[src/rtl/max3_window_stream.sv]
// Streaming max-of-3 front end: slides a three-sample window over accepted
// samples and registers {max, winning slot} with the ties-to-later-slot rule.
module max3_window_stream #(
   parameter int WIDTH = 8
) (
   input  logic             clk,
   input  logic             rst_n,
   input  logic             flush,
   input  logic             in_valid,
   output logic             in_ready,
   input  logic [WIDTH-1:0] in_data,
   output logic             out_valid,
   input  logic             out_ready,
   output logic [WIDTH-1:0] out_max,
   output logic [1:0]       out_idx,
   output logic [1:0]       fill_cnt
);

   typedef enum logic {
      S_FILL = 1'b0,
      S_RUN  = 1'b1
   } state_e;

   localparam logic [1:0] IDX_OLDEST = 2'd0;
   localparam logic [1:0] IDX_MIDDLE = 2'd1;
   localparam logic [1:0] IDX_NEWEST = 2'd2;

   state_e           state_q;
   logic [1:0]       fill_cnt_q;
   // Only two samples are stored: on an accept the post-shift window is
   // {win_mid_q, win_new_q, in_data}, so the pre-shift oldest is never read.
   logic [WIDTH-1:0] win_mid_q;
   logic [WIDTH-1:0] win_new_q;
   logic             out_valid_q;
   logic [WIDTH-1:0] out_max_q;
   logic [1:0]       out_idx_q;

   logic             accept;
   logic             produce;
   logic [WIDTH-1:0] res_max_d;
   logic [1:0]       res_idx_d;

   // in_ready never depends on in_valid; rst_n gating keeps it low in reset.
   assign in_ready = rst_n && !flush && (!out_valid_q || out_ready);
   assign accept   = in_valid && in_ready;
   assign produce  = accept && ((state_q == S_RUN) || (fill_cnt_q == 2'd2));

   // Nested compare: x = post-shift oldest, y = middle, z = newest.
   always_comb begin
      // NOTE: defaults first so every path assigns and no latch is inferred.
      res_max_d = in_data;
      res_idx_d = IDX_NEWEST;
      if (win_mid_q > win_new_q) begin
         if (win_mid_q > in_data) begin
            res_max_d = win_mid_q;
            res_idx_d = IDX_OLDEST;
         end
      end else if (win_new_q > in_data) begin
         res_max_d = win_new_q;
         res_idx_d = IDX_MIDDLE;
      end
   end

   // NOTE: sequential state uses non-blocking assignments only.
   always_ff @(posedge clk or negedge rst_n) begin
      if (!rst_n) begin
         state_q     <= S_FILL;
         fill_cnt_q  <= 2'd0;
         win_mid_q   <= '0;
         win_new_q   <= '0;
         out_valid_q <= 1'b0;
         out_max_q   <= '0;
         out_idx_q   <= IDX_OLDEST;
      end else if (flush) begin
         state_q     <= S_FILL;
         fill_cnt_q  <= 2'd0;
         out_valid_q <= 1'b0;
      end else begin
         if (accept) begin
            win_mid_q <= win_new_q;
            win_new_q <= in_data;
            if (state_q == S_FILL) begin
               fill_cnt_q <= fill_cnt_q + 2'd1;
               if (fill_cnt_q == 2'd2) begin
                  state_q <= S_RUN;
               end
            end
         end
         if (produce) begin
            out_valid_q <= 1'b1;
            out_max_q   <= res_max_d;
            out_idx_q   <= res_idx_d;
         end else if (out_ready) begin
            out_valid_q <= 1'b0;
         end
      end
   end

   assign out_valid = out_valid_q;
   assign out_max   = out_max_q;
   assign out_idx   = out_idx_q;
   assign fill_cnt  = fill_cnt_q;

endmodule
[config.mk]
export PLATFORM = sky130hd
export DESIGN_NAME = max3_window_stream
export DESIGN_NICKNAME = d
export VERILOG_FILES = /design/src/rtl/max3_window_stream.sv
export SDC_FILE = /design/constraint.sdc
export NUM_CORES = 1
export LEC_CHECK = 0
export ABC_AREA = 0
export CAP_MARGIN = 20
export CORE_ASPECT_RATIO = 0.5
export CORE_MARGIN = 1
export CORE_UTILIZATION = 40
export DETAILED_ROUTE_END_ITERATION = 7
export SLEW_MARGIN = 30
export SYNTH_ARGS = -nofsm -noshare
export SYNTH_HDL_FRONTEND = slang
export SYNTH_SLANG_ARGS = --single-unit
[constraint.sdc]
create_clock -name clk -period 1.9 [get_ports clk]
set_input_delay 0.19 -clock clk [delete_from_list [all_inputs] [get_ports clk]]
set_output_delay 0.19 -clock clk [all_outputs]
set_load 0.005 [all_outputs]
# --- After elaboration in Yosys (flattened, before gate mapping) ---
# Index checks and enable logic that the tools add are counted.
word_totals:
  register_bits: 30
  output_inout_bits: 14
  wordCells: 43
classes:
  addsub: 1
  magnitude_cmp: 3
  eq_ne: 2
  n_mux: 16
  bitwise_logic: 1
  reduce_logical: 13
ops:
  columns: ["operator", "count"]
  rows:
  - ["8-bit > comparator", 3]
  - ["8-bit two-way mux", 3]
  - ["2-bit two-way mux", 6]
  - ["1-bit two-way mux", 7]
  - ["2-bit AND reduction", 3]
  - ["1-bit logical AND", 4]
  - ["3-bit nonzero test", 1]
  - ["2-bit by 1-bit adder with 2-bit output (second input constant)", 1]
  - ["2-bit == test (second input constant)", 1]
  - ["1-bit zero test", 2]
  - ["1-bit logical OR", 2]
  - ["2-bit inequality test (second input constant)", 1]
  - ["2-bit nonzero test", 1]
  - ["1-bit NOT", 1]

# --- Logic depth before layout (Yosys ltp) ---
# Gate-level depths: netlist of the first run.
logic_depth:
  word_depth: 7
  mapped_depth: 10
  ltp_nobuf: 8

# --- Worst setup path before layout of the first run ---
# Ideal clock, no wire load.
synth_path:
  path_kind: "reg2reg"
  start: "reg win_mid_q[1]"
  end: "reg out_max_q[0] (netlist: out_max[0])"
  arrival_time_ns: 1.814
  t_required_ns: 1.770
  slack_ns: -0.044
  path_stages_with_launch: 10
  path_buffers: 2
  synth_period_minus_slack_ns: 1.944
  cell_sequence: "dfrtp_1 -> ha_1 -> nor2b_1 -> o211ai_1 -> a211oi_2 -> buf_2 -> a2bb2o_2 -> buf_2 -> nand3_1 -> a31oi_1"
synth_via:
  elab_chain_len: 3
synth_rtl:
  columns: ["item", "line", "source"]
  rows:
  - ["start, declared", "32", "logic [WIDTH-1:0] win_mid_q;"]
  - ["start signal, assigned", "80", "win_mid_q <= win_new_q;"]
  - ["8-bit > comparator", "54", "if (win_mid_q > in_data) begin"]
  - ["8-bit two-way mux", "54", null]
  - ["8-bit two-way mux *", "53", "if (win_mid_q > win_new_q) begin"]
  - ["end signal, assigned", "91", "out_max_q <= res_max_d;"]
  - ["end, declared", "35", "logic [WIDTH-1:0] out_max_q;"]
# Mark *: on every way between the ends. The rest lies on a longest branch, timed or not.
# A chain may end at the register's enable or synchronous reset.

# --- Final worst setup path of the first run ---
layout_path:
  start: "reg win_new_q[1]"
  end: "reg out_max_q[7] (netlist: out_max[7])"
layout_via:
  elab_chain_len: 3
layout_rtl:
  columns: ["item", "line", "source"]
  rows:
  - ["start, declared", "33", "logic [WIDTH-1:0] win_new_q;"]
  - ["start signal, assigned", "81", "win_new_q <= in_data;"]
  - ["8-bit > comparator", "58", "end else if (win_new_q > in_data) begin"]
  - ["8-bit two-way mux", "58", null]
  - ["8-bit two-way mux *", "53", null]
# Marked as above.

==> results_dict.tcl, run 1 <==
set metrics [dict create \
    status "finished, violations left" \
    violations "setup timing" \
    worstSetupEndpointType "flip-flop" \
    cts-root-buf "clkbuf_8" \
    fin_ws_ns -0.391 \
    seq_area_frac_synth_pct 39.3 \
    hold_viol_final 0 \
    ys_types 31 \
    critical_path_class "reg -> reg" \
    drc 0 \
    arrival_ns 2.50 \
    dp_cells 339 \
    hold_path.class "in -> reg" \
    core_area_sq_um 4490 \
    num_rows 17 \
    ys_ff_latch 30 \
    wire_per_inst_microns 22.0 \
    p_per_area_nw_per_um2 981 \
    initial_core_util_pct 42.6 \
    synth_area_sq_um 1910 \
    rsz0062_at_grt "true" \
    grt_overflow 0 \
    setup_tns_ns -3.21 \
    ios 27 \
    cts_buffer_depth 2 \
    place.gp.congestion 0.826 \
    irDropWorstVdd_uv 393 \
    firstDrtPassIters 5 \
    diodes 0 \
    grt_pass1_wl_microns 9900 \
    setup_viol 10 \
    worstSetupStartpointType "flip-flop" \
    ant_nets 0 \
    hold_buffers 0 \
    slew_viol_final 0 \
    portBuffers 26 \
    nets 335 \
    path_max_fanout 5 \
    synth_nets 249 \
    drtIter0Drc 273 \
    syn_inst 211 \
    reg2reg_from "win_new_q[1]" \
    placed_area_sq_um 2570 \
    fin_crit_sh_pct 121 \
    die-area_sq_um 5080 \
    whs_ns 0.235 \
    cts_buffers 5 \
    viasPerCell 6.16 \
    cts_tree "built" \
    clk_latency_ns 0.30 \
    cts.sinks 30 \
    wirelength_microns 8010 \
    slew_headroom_pct 72.6 \
    cap_violations 0 \
    drive_above_1_share_pct 44.0 \
    fmax_ghz 0.437 \
    area_growth_pct 78.1 \
    synth_warnings 0 \
    final_cell_area_sq_um 3410 \
    grt_pass1_vias 1944 \
    dp_hpwl_microns 3970 \
    min_from "in_data[6]" \
    grt.total_usage_pct 26.7 \
    grt_max_degree 34 \
    htree_levels 2 \
    final_util_pct 75.9 \
    vias 2242 \
    tightest_slew_ns 0.409 \
    syn_area_per_cell_sq_um 9.06 \
    leakage_nw 1.46 \
    fin_crit_ns 2.29 \
    fillers 263 \
    die_h_microns 50.9 \
    fin_cells 364 \
    die_w_microns 99.8 \
    fin_skew_ns 0.0115 \
    clkTransAtPathRegs_ns 0.07 \
    crit_start "win_new_q[1]" \
    antenna_found_initial 0 \
    cp_data_required_time_ns 2.11 \
]
==> synthesized netlist by cell type <==
cell type | number | area share (%)
or2_2 | 1 | 0.33
ha_1 | 25 | 16
nor2b_1 | 4 | 1.3
buf_4 | 1 | 0.39
nor3b_2 | 1 | 0.65
o21ai_1 | 2 | 0.52
nand3_1 | 10 | 2.6
a211o_1 | 2 | 0.92
a21o_1 | 2 | 0.79
o21ba_2 | 1 | 0.52
nor2_4 | 1 | 0.59
and4_1 | 2 | 0.92
nand2_1 | 24 | 4.7
a21oi_1 | 10 | 2.6
a2111oi_0 | 8 | 3.7
a211oi_2 | 1 | 0.65
clkbuf_1 | 3 | 0.59
nor2_1 | 11 | 2.2
o211ai_1 | 3 | 1.2
or3_1 | 1 | 0.33
or2_1 | 1 | 0.33
inv_1 | 18 | 3.5
a2bb2o_2 | 1 | 0.59
o211a_1 | 1 | 0.52
a31oi_1 | 16 | 5.2
o21ai_0 | 20 | 5.2
dfrtp_1 | 30 | 39
nand4_1 | 5 | 1.6
buf_2 | 4 | 1.0
buf_1 | 1 | 0.20
mux2_2 | 1 | 0.59
==> cell families after synthesis <==
logic type	synth area share, %
buf+inv	5.76
compound gates	22.4
fa+ha+maj	16.4
flops	39.3
simple gates	15.6
mux	0.589
==> placed cells by master, fill, tap and decap left out, types with 2 or more instances in the layout <==
| cell type | count |
|---|---|
| ha_4 | 10 |
| a31oi_4 | 8 |
| a21o_1 | 2 |
| inv_2 | 7 |
| a31oi_1 | 8 |
| o21ai_2 | 2 |
| ha_1 | 15 |
| a211o_4 | 4 |
| o211ai_1 | 3 |
| o21ai_0 | 19 |
| clkbuf_8 | 8 |
| nor2b_1 | 2 |
| nand4_1 | 5 |
| buf_12 | 2 |
| nand2_1 | 23 |
| dlymetal6s2s_1 | 4 |
| buf_4 | 48 |
| nand3_1 | 3 |
| buf_6 | 9 |
| clkdlybuf4s50_1 | 21 |
| dfrtp_1 | 29 |
| inv_1 | 10 |
| a2bb2o_4 | 2 |
| nand3_2 | 7 |
| a2111oi_4 | 8 |
| nor2_2 | 2 |
| a21oi_1 | 9 |
| nor2_1 | 9 |
==> through the flow <==
step                power [W]  worst slack, ns
global placement      0.00182           -0.546
floorplan             0.00139         0.000873
finish                0.00334           -0.391
global route          0.00345           -0.463
CTS                   0.00286           -0.234
detailed placement    0.00184           -0.631
==> registers in the layout, indices dropped and copies added, names as in the netlist <==
register / flops
fill_cnt: 2
out_max: 8
win_new_q: 8
win_mid_q: 8
state_q: 1
out_idx: 2
out_valid: 1
==> cell type report <==
type	instances	area, sq um	share of cell area [%]
Clock buffer	8	110	3.23
Multi-Input combinational cell	157	1620	47.6
Timing Repair Buffer	85	771	22.6
Sequential cell	30	752	22.1
Tap cell	66	82.6	2.42
Inverter	18	70.1	2.06
==> worst max-delay path: stages (launching register included) <==
cell       delay, ns
dfrtp_1         0.45
ha_4            0.31
nor2b_4         0.14
o211ai_1        0.15
a211o_4         0.45
a2111oi_4       0.41
a31oi_4         0.06
a31oi_1         0.22
==> routing by layer <==
layer	share of wire, %	track usage (%)	wire [microns]	vias to the layer above
li1	-	-	-	960
met1	45	37.4	3620	1113
met2	44	43.4	3510	128
met3	7.5	5.34	599	41
met4	3.5	4.66	279	0
met5	0	0	0	-
==> power by group <==
| part | switching (W) | internal, W |
|---|---|---|
| clock | 0.000270 | 0.000366 |
| combinational | 0.00101 | 0.000866 |
| sequential | 0.0000836 | 0.000746 |
==> repair_timing <==
item,CTS,global route
cloned,2,1
endpoints found under the setup margin,10,10
pin swaps,23,26
setup buffers,10,4
hold endpoints to repair,0,0
gates resized for setup,55,49
==> final timing paths <==
kind | endpoint | cells after the start | slack (ns)
max | out_max[7] | 7 | -0.39
min | out_max[6] | 3 | 0.23
max reg2reg | out_max[7] | 7 | -0.39
min reg2reg | out_idx[1] | 2 | 0.48
max in group asynchronous | win_mid_q[1] | 2 | 1.27
min in group asynchronous | out_max[6] | 2 | 0.30
Power figures use the tool's default switching activity.
==> inputs of run 2 (changes only) <==
--- a/config.mk
+++ b/config.mk
@@ -10,7 +10,9 @@
 export CORE_ASPECT_RATIO = 0.5
 export CORE_MARGIN = 1
 export CORE_UTILIZATION = 40
+export CTS_CLUSTER_SIZE = 12
 export DETAILED_ROUTE_END_ITERATION = 7
+export SKIP_LAST_GASP = 1
 export SLEW_MARGIN = 30
 export SYNTH_ARGS = -nofsm -noshare
 export SYNTH_HDL_FRONTEND = slang
==> results_dict.tcl, run 2 (synthesis gave the netlist of run 1 again) <==
set metrics [dict create \
    setup_viol 10 \
    final_cell_mix "50 x buf_4, 29 x dfrtp_1, 23 x nand2_1" \
    clkTransAtPathRegs_ns 0.07 \
    slew_viol_final 0 \
    die_h_microns 50.9 \
    grt_overflow 0 \
    hold_path.class "in -> reg" \
    holdPathStages 3 \
    reg2reg_from "win_new_q[1]" \
    ff2ff_path_depth 7 \
    hold_buffers 0 \
    cts.sinks 30 \
    antenna_found_initial 0 \
    nets 335 \
    wirelength_microns 7740 \
    die-area_sq_um 5080 \
    fin_crit_ns 2.28 \
    core_area_sq_um 4490 \
    path_max_fanout 5 \
    portBuffers 26 \
    p_switching_w 0.00134 \
    initial_core_util_pct 42.6 \
    p_sw_share_pct 40.5 \
    grt_max_degree 34 \
    comb_power_share_pct 55.8 \
    grt.total_usage_pct 26.7 \
    fmax_ghz 0.438 \
    cp_data_required_time_ns 2.11 \
    pre_cts_ws_ns -0.631 \
    clockPowerShare_pct 19.2 \
    grt_pass1_vias 1944 \
    area_growth_pct 77.4 \
    dp_hpwl_microns 3970 \
    clk_latency_ns 0.29 \
    cap_violations 0 \
    grtUsageMet2_pct 43.4 \
    htree_levels 2 \
    num_rows 17 \
    place.gp.congestion 0.826 \
    wire_per_inst_microns 21.3 \
    violations "setup timing" \
    fin_crit_sh_pct 120 \
    fillers 269 \
    p_per_area_nw_per_um2 976 \
    setup_tns_ns -3.07 \
    cts-root-buf "clkbuf_8" \
    worstSetupEndpointType "flip-flop" \
    drtIter0Drc 272 \
    r2r-end "out_max[7]" \
    rsz0062_at_grt "true" \
    layout_commonest_cell "buf_4" \
    drc 0 \
    ant_nets 0 \
    slew_headroom_pct 71.9 \
    busiest_layer "met2" \
    arrival_ns 2.49 \
    regToRegSetupSlack_ns -0.38 \
    irDropWorstVdd_uv 383 \
    fin_ws_ns -0.384 \
    ios 27 \
    cts_tree "built" \
    firstDrtPassIters 6 \
    leakage_nw 1.46 \
    met3_usage_pct 5.34 \
    met1_usage_pct 37.4 \
    worstSetupStartpointType "flip-flop" \
    viasPerCell 6.03 \
    internal_power_w 0.00197 \
    fin_skew_ns 0.00388 \
    status "finished, violations left" \
    drive_above_1_share_pct 43.6 \
    vias 2196 \
    critical_path_class "reg -> reg" \
    cts_buffers 5 \
    tightest_slew_ns 0.421 \
    min_to "out_max[6]" \
    power_frac_seq_pct 25.0 \
    diodes 0 \
    min_from "in_data[6]" \
    cts_buffer_depth 2 \
    grt_pass1_wl_microns 9900 \
    die_w_microns 99.8 \
    hold_viol_final 0 \
]
run 2: cell counts in the layout (fill, tap and decap cells not counted):
Identical to the previous run, type by type.
run 2: timing repair:
item / CTS / global route
setup endpoints to repair: 10 / 10
endpoints found under the hold margin: 0 / 0
cloned: 2 / 1
pin swaps: 23 / 23
setup buffers: 10 / 4
gates resized for setup: 55 / 45
run 2: final cells by class:
class | count | area, sq um | area share, %
sequential | 30 | 752 | 22.2
clock buffer | 8 | 110 | 3.25
tap | 66 | 82.6 | 2.44
inverter | 18 | 67.6 | 1.99
timing repair buffer | 85 | 763 | 22.5
multi-input combinational | 157 | 1620 | 47.6
run 2: per-stage QoR:
step	instances	util, %	power [W]	instance area, sq um	hold slack [ns]
2_1_floorplan	211	-	0.00139	1940	-0.106
3_3_place_gp	339	57.3	0.00182	2570	0.462
3_5_place_dp	339	57.3	0.00184	2570	0.467
4_1_cts	359	69.4	0.00286	3120	0.331
5_1_grt	364	75.6	0.00343	3390	0.258
6_report	364	75.6	0.00331	3390	0.244
run 2: power by group through the flow:
stage | sequential [W] | combinational, W | clock (W)
final | 0.000826 | 0.00185 | 0.000634
after global routing | 0.000836 | 0.00193 | 0.000656
after CTS | 0.000809 | 0.00142 | 0.000625
after detailed placement | 0.000821 | 0.00102 | 0
after global placement | 0.000817 | 0.000998 | 0
after floorplan | 0.000827 | 0.000561 | 0
run 2: metal layers:
metal | wire length, microns | vias to the layer above
met5 | 0 | -
met4 | 178 | 0
met3 | 708 | 29
met2 | 3410 | 131
met1 | 3450 | 1075
li1 | - | 961
run 2: worst max-delay path: stages, from the launching register on:
cell	delay, ns
dfrtp_1	0.45
ha_4	0.31
nor2b_4	0.12
o211ai_1	0.15
a211o_4	0.45
a2111oi_4	0.44
a31oi_4	0.06
a31oi_1	0.22
run 2: worst max-delay path by stage:
stage / from / end / slack (ns)
final: win_new_q[1] / out_max[7] / -0.38
after global routing: win_new_q[7] / out_max[7] / -0.45
after CTS: win_new_q[1] / out_max[5] / -0.23
after detailed placement: in_data[1] / out_max[5] / -0.63
after global placement: in_data[1] / out_max[5] / -0.55
after floorplan: win_new_q[1] / out_max[0] / 0.0009
==> inputs of run 3 (changes only) <==
--- a/config.mk
+++ b/config.mk
@@ -12,6 +12,7 @@
 export CORE_UTILIZATION = 40
 export CTS_CLUSTER_SIZE = 12
 export DETAILED_ROUTE_END_ITERATION = 7
+export REMOVE_ABC_BUFFERS = 1
 export SKIP_LAST_GASP = 1
 export SLEW_MARGIN = 30
 export SYNTH_ARGS = -nofsm -noshare
==> results_dict.tcl, run 3 (synthesis gave the netlist of run 1 again) <==
set metrics [dict create \
    grt_pass1_vias 1863 \
    area_growth_pct 58.4 \
    cap_violations 0 \
    violations "setup timing" \
    leakage_nw 1.32 \
    vias 1952 \
    cts_buffer_depth 2 \
    status "finished, violations left" \
    path_cells "inv_2 > ha_4 > nand4_1 > buf_4 > a211oi_4 > buf_6 > a2bb2o_4 > nand3_1 > a31oi_1" \
    busiest_layer "met2" \
    cpPeakStageDelay_ns 0.43 \
    drc 0 \
    worstSetupEndpointType "flip-flop" \
    ios 27 \
    core_area_sq_um 4490 \
    p_per_area_nw_per_um2 940 \
    dp_hpwl_microns 3770 \
    cts_buffers 5 \
    die_w_microns 99.8 \
    irDropWorstVdd_uv 405 \
    arrival_ns 2.45 \
    fmax_ghz 0.435 \
    cts.sinks 30 \
    slew_viol_final 0 \
    met3_usage_pct 4.79 \
    setup_tns_ns -3.39 \
    critical_path_class "reg -> reg" \
    fin_ws_ns -0.397 \
    portBuffers 26 \
    wire_per_inst_microns 17.6 \
    fin_crit_ns 2.30 \
    nets 320 \
    path_max_fanout 6 \
    die_h_microns 50.9 \
    cp_data_required_time_ns 2.05 \
    cp_slowest_cell "dfrtp_2" \
    diodes 0 \
    wirelength_microns 6150 \
    num_rows 17 \
    grt.total_usage_pct 24.0 \
    whs_ns 0.244 \
    grt_pass1_wl_microns 9070 \
    fin_skew_ns 0.00725 \
    viasPerCell 5.59 \
    clk_latency_ns 0.29 \
    cts_tree "built" \
    hold_viol_final 0 \
    final_cell_mix "41 x buf_4, 29 x dfrtp_1, 24 x clkdlybuf4s50_1" \
    htree_levels 2 \
    worstSetupStartpointType "flip-flop" \
    cts-root-buf "clkbuf_8" \
    drtIter0Drc 171 \
    final_util_pct 67.5 \
    initial_core_util_pct 42.6 \
    rsz0062_at_grt "true" \
    drive_above_1_share_pct 32.9 \
    place.gp.congestion 0.849 \
    met1_usage_pct 34.1 \
    fin_crit_sh_pct 121 \
    antenna_found_initial 0 \
    setup_viol 10 \
    die-area_sq_um 5080 \
    tightest_slew_ns 0.417 \
    grtUsageMet2_pct 37.4 \
    slew_headroom_pct 72.1 \
    grt_overflow 0 \
    grt_max_degree 33 \
    layout_commonest_cell "buf_4" \
    clkTransAtPathRegs_ns 0.07 \
    hold_path.class "in -> reg" \
    ant_nets 0 \
    firstDrtPassIters 5 \
]
run 3: final timing paths:
check,depth (start not counted),end,slack [ns],start
max,9,out_max[0],-0.40,win_new_q[6]
min,3,out_max[4],0.24,in_data[4]
max reg2reg,9,out_max[0],-0.40,win_new_q[6]
min reg2reg,2,out_idx[1],0.50,out_idx[1]
max in group asynchronous,2,win_new_q[6],1.27,rst_n
min in group asynchronous,2,fill_cnt[1],0.32,rst_n
run 3: routing by layer:
metal / routed length (microns) / vias to the layer above
met5: 0 / -
met4: 123 / 0
met3: 437 / 13
met2: 2780 / 76
met1: 2800 / 937
li1: - / 926
run 3: critical path, delay by kind of cell (launching register included):
family	cells	cell delay, ns
AO/OA/AOI/OAI	3	0.66
buffers and inverters	3	0.49
flip-flops	1	0.43
AND/OR/NAND/NOR	2	0.30
adder cells (fa/ha/maj)	1	0.28
run 3: cell type report:
cell class                      instances  area (sq um)
Clock buffer                            7          86.3
Clock inverter                          1          5.00
Fill cell                             330          1460
Inverter                               18          67.6
Multi-Input combinational cell        157          1420
Sequential cell                        30           752
Tap cell                               66          82.6
Timing Repair Buffer                   70           616
run 3: timing repair:
item	4_1_cts	5_1_grt
endpoints found under the setup margin	10	10
hold buffers	0	0
pin swaps	11	26
gates resized for setup	32	30
gates cloned	3	0
buffers inserted	5	3
run 3: metrics by stage:
stage                     worst slack, ns  std cells  area, sq um  power, W
after CTS                          -0.224        346         2800   0.00261
after detailed placement           -0.588        330         2490   0.00181
final                              -0.397        349         3030   0.00285
after floorplan                   -0.0636        202         1870   0.00132
after global placement             -0.569        330         2490   0.00179
after global routing               -0.454        349         3030   0.00302
run 3: where the power goes:
part | switching [W] | total (W) | internal, W
sequential | 0.0000909 | 0.000836 | 0.000745
combinational | 0.000766 | 0.00146 | 0.000691
clock | 0.000261 | 0.000553 | 0.000292
total | 0.00112 | 0.00285 | 0.00173
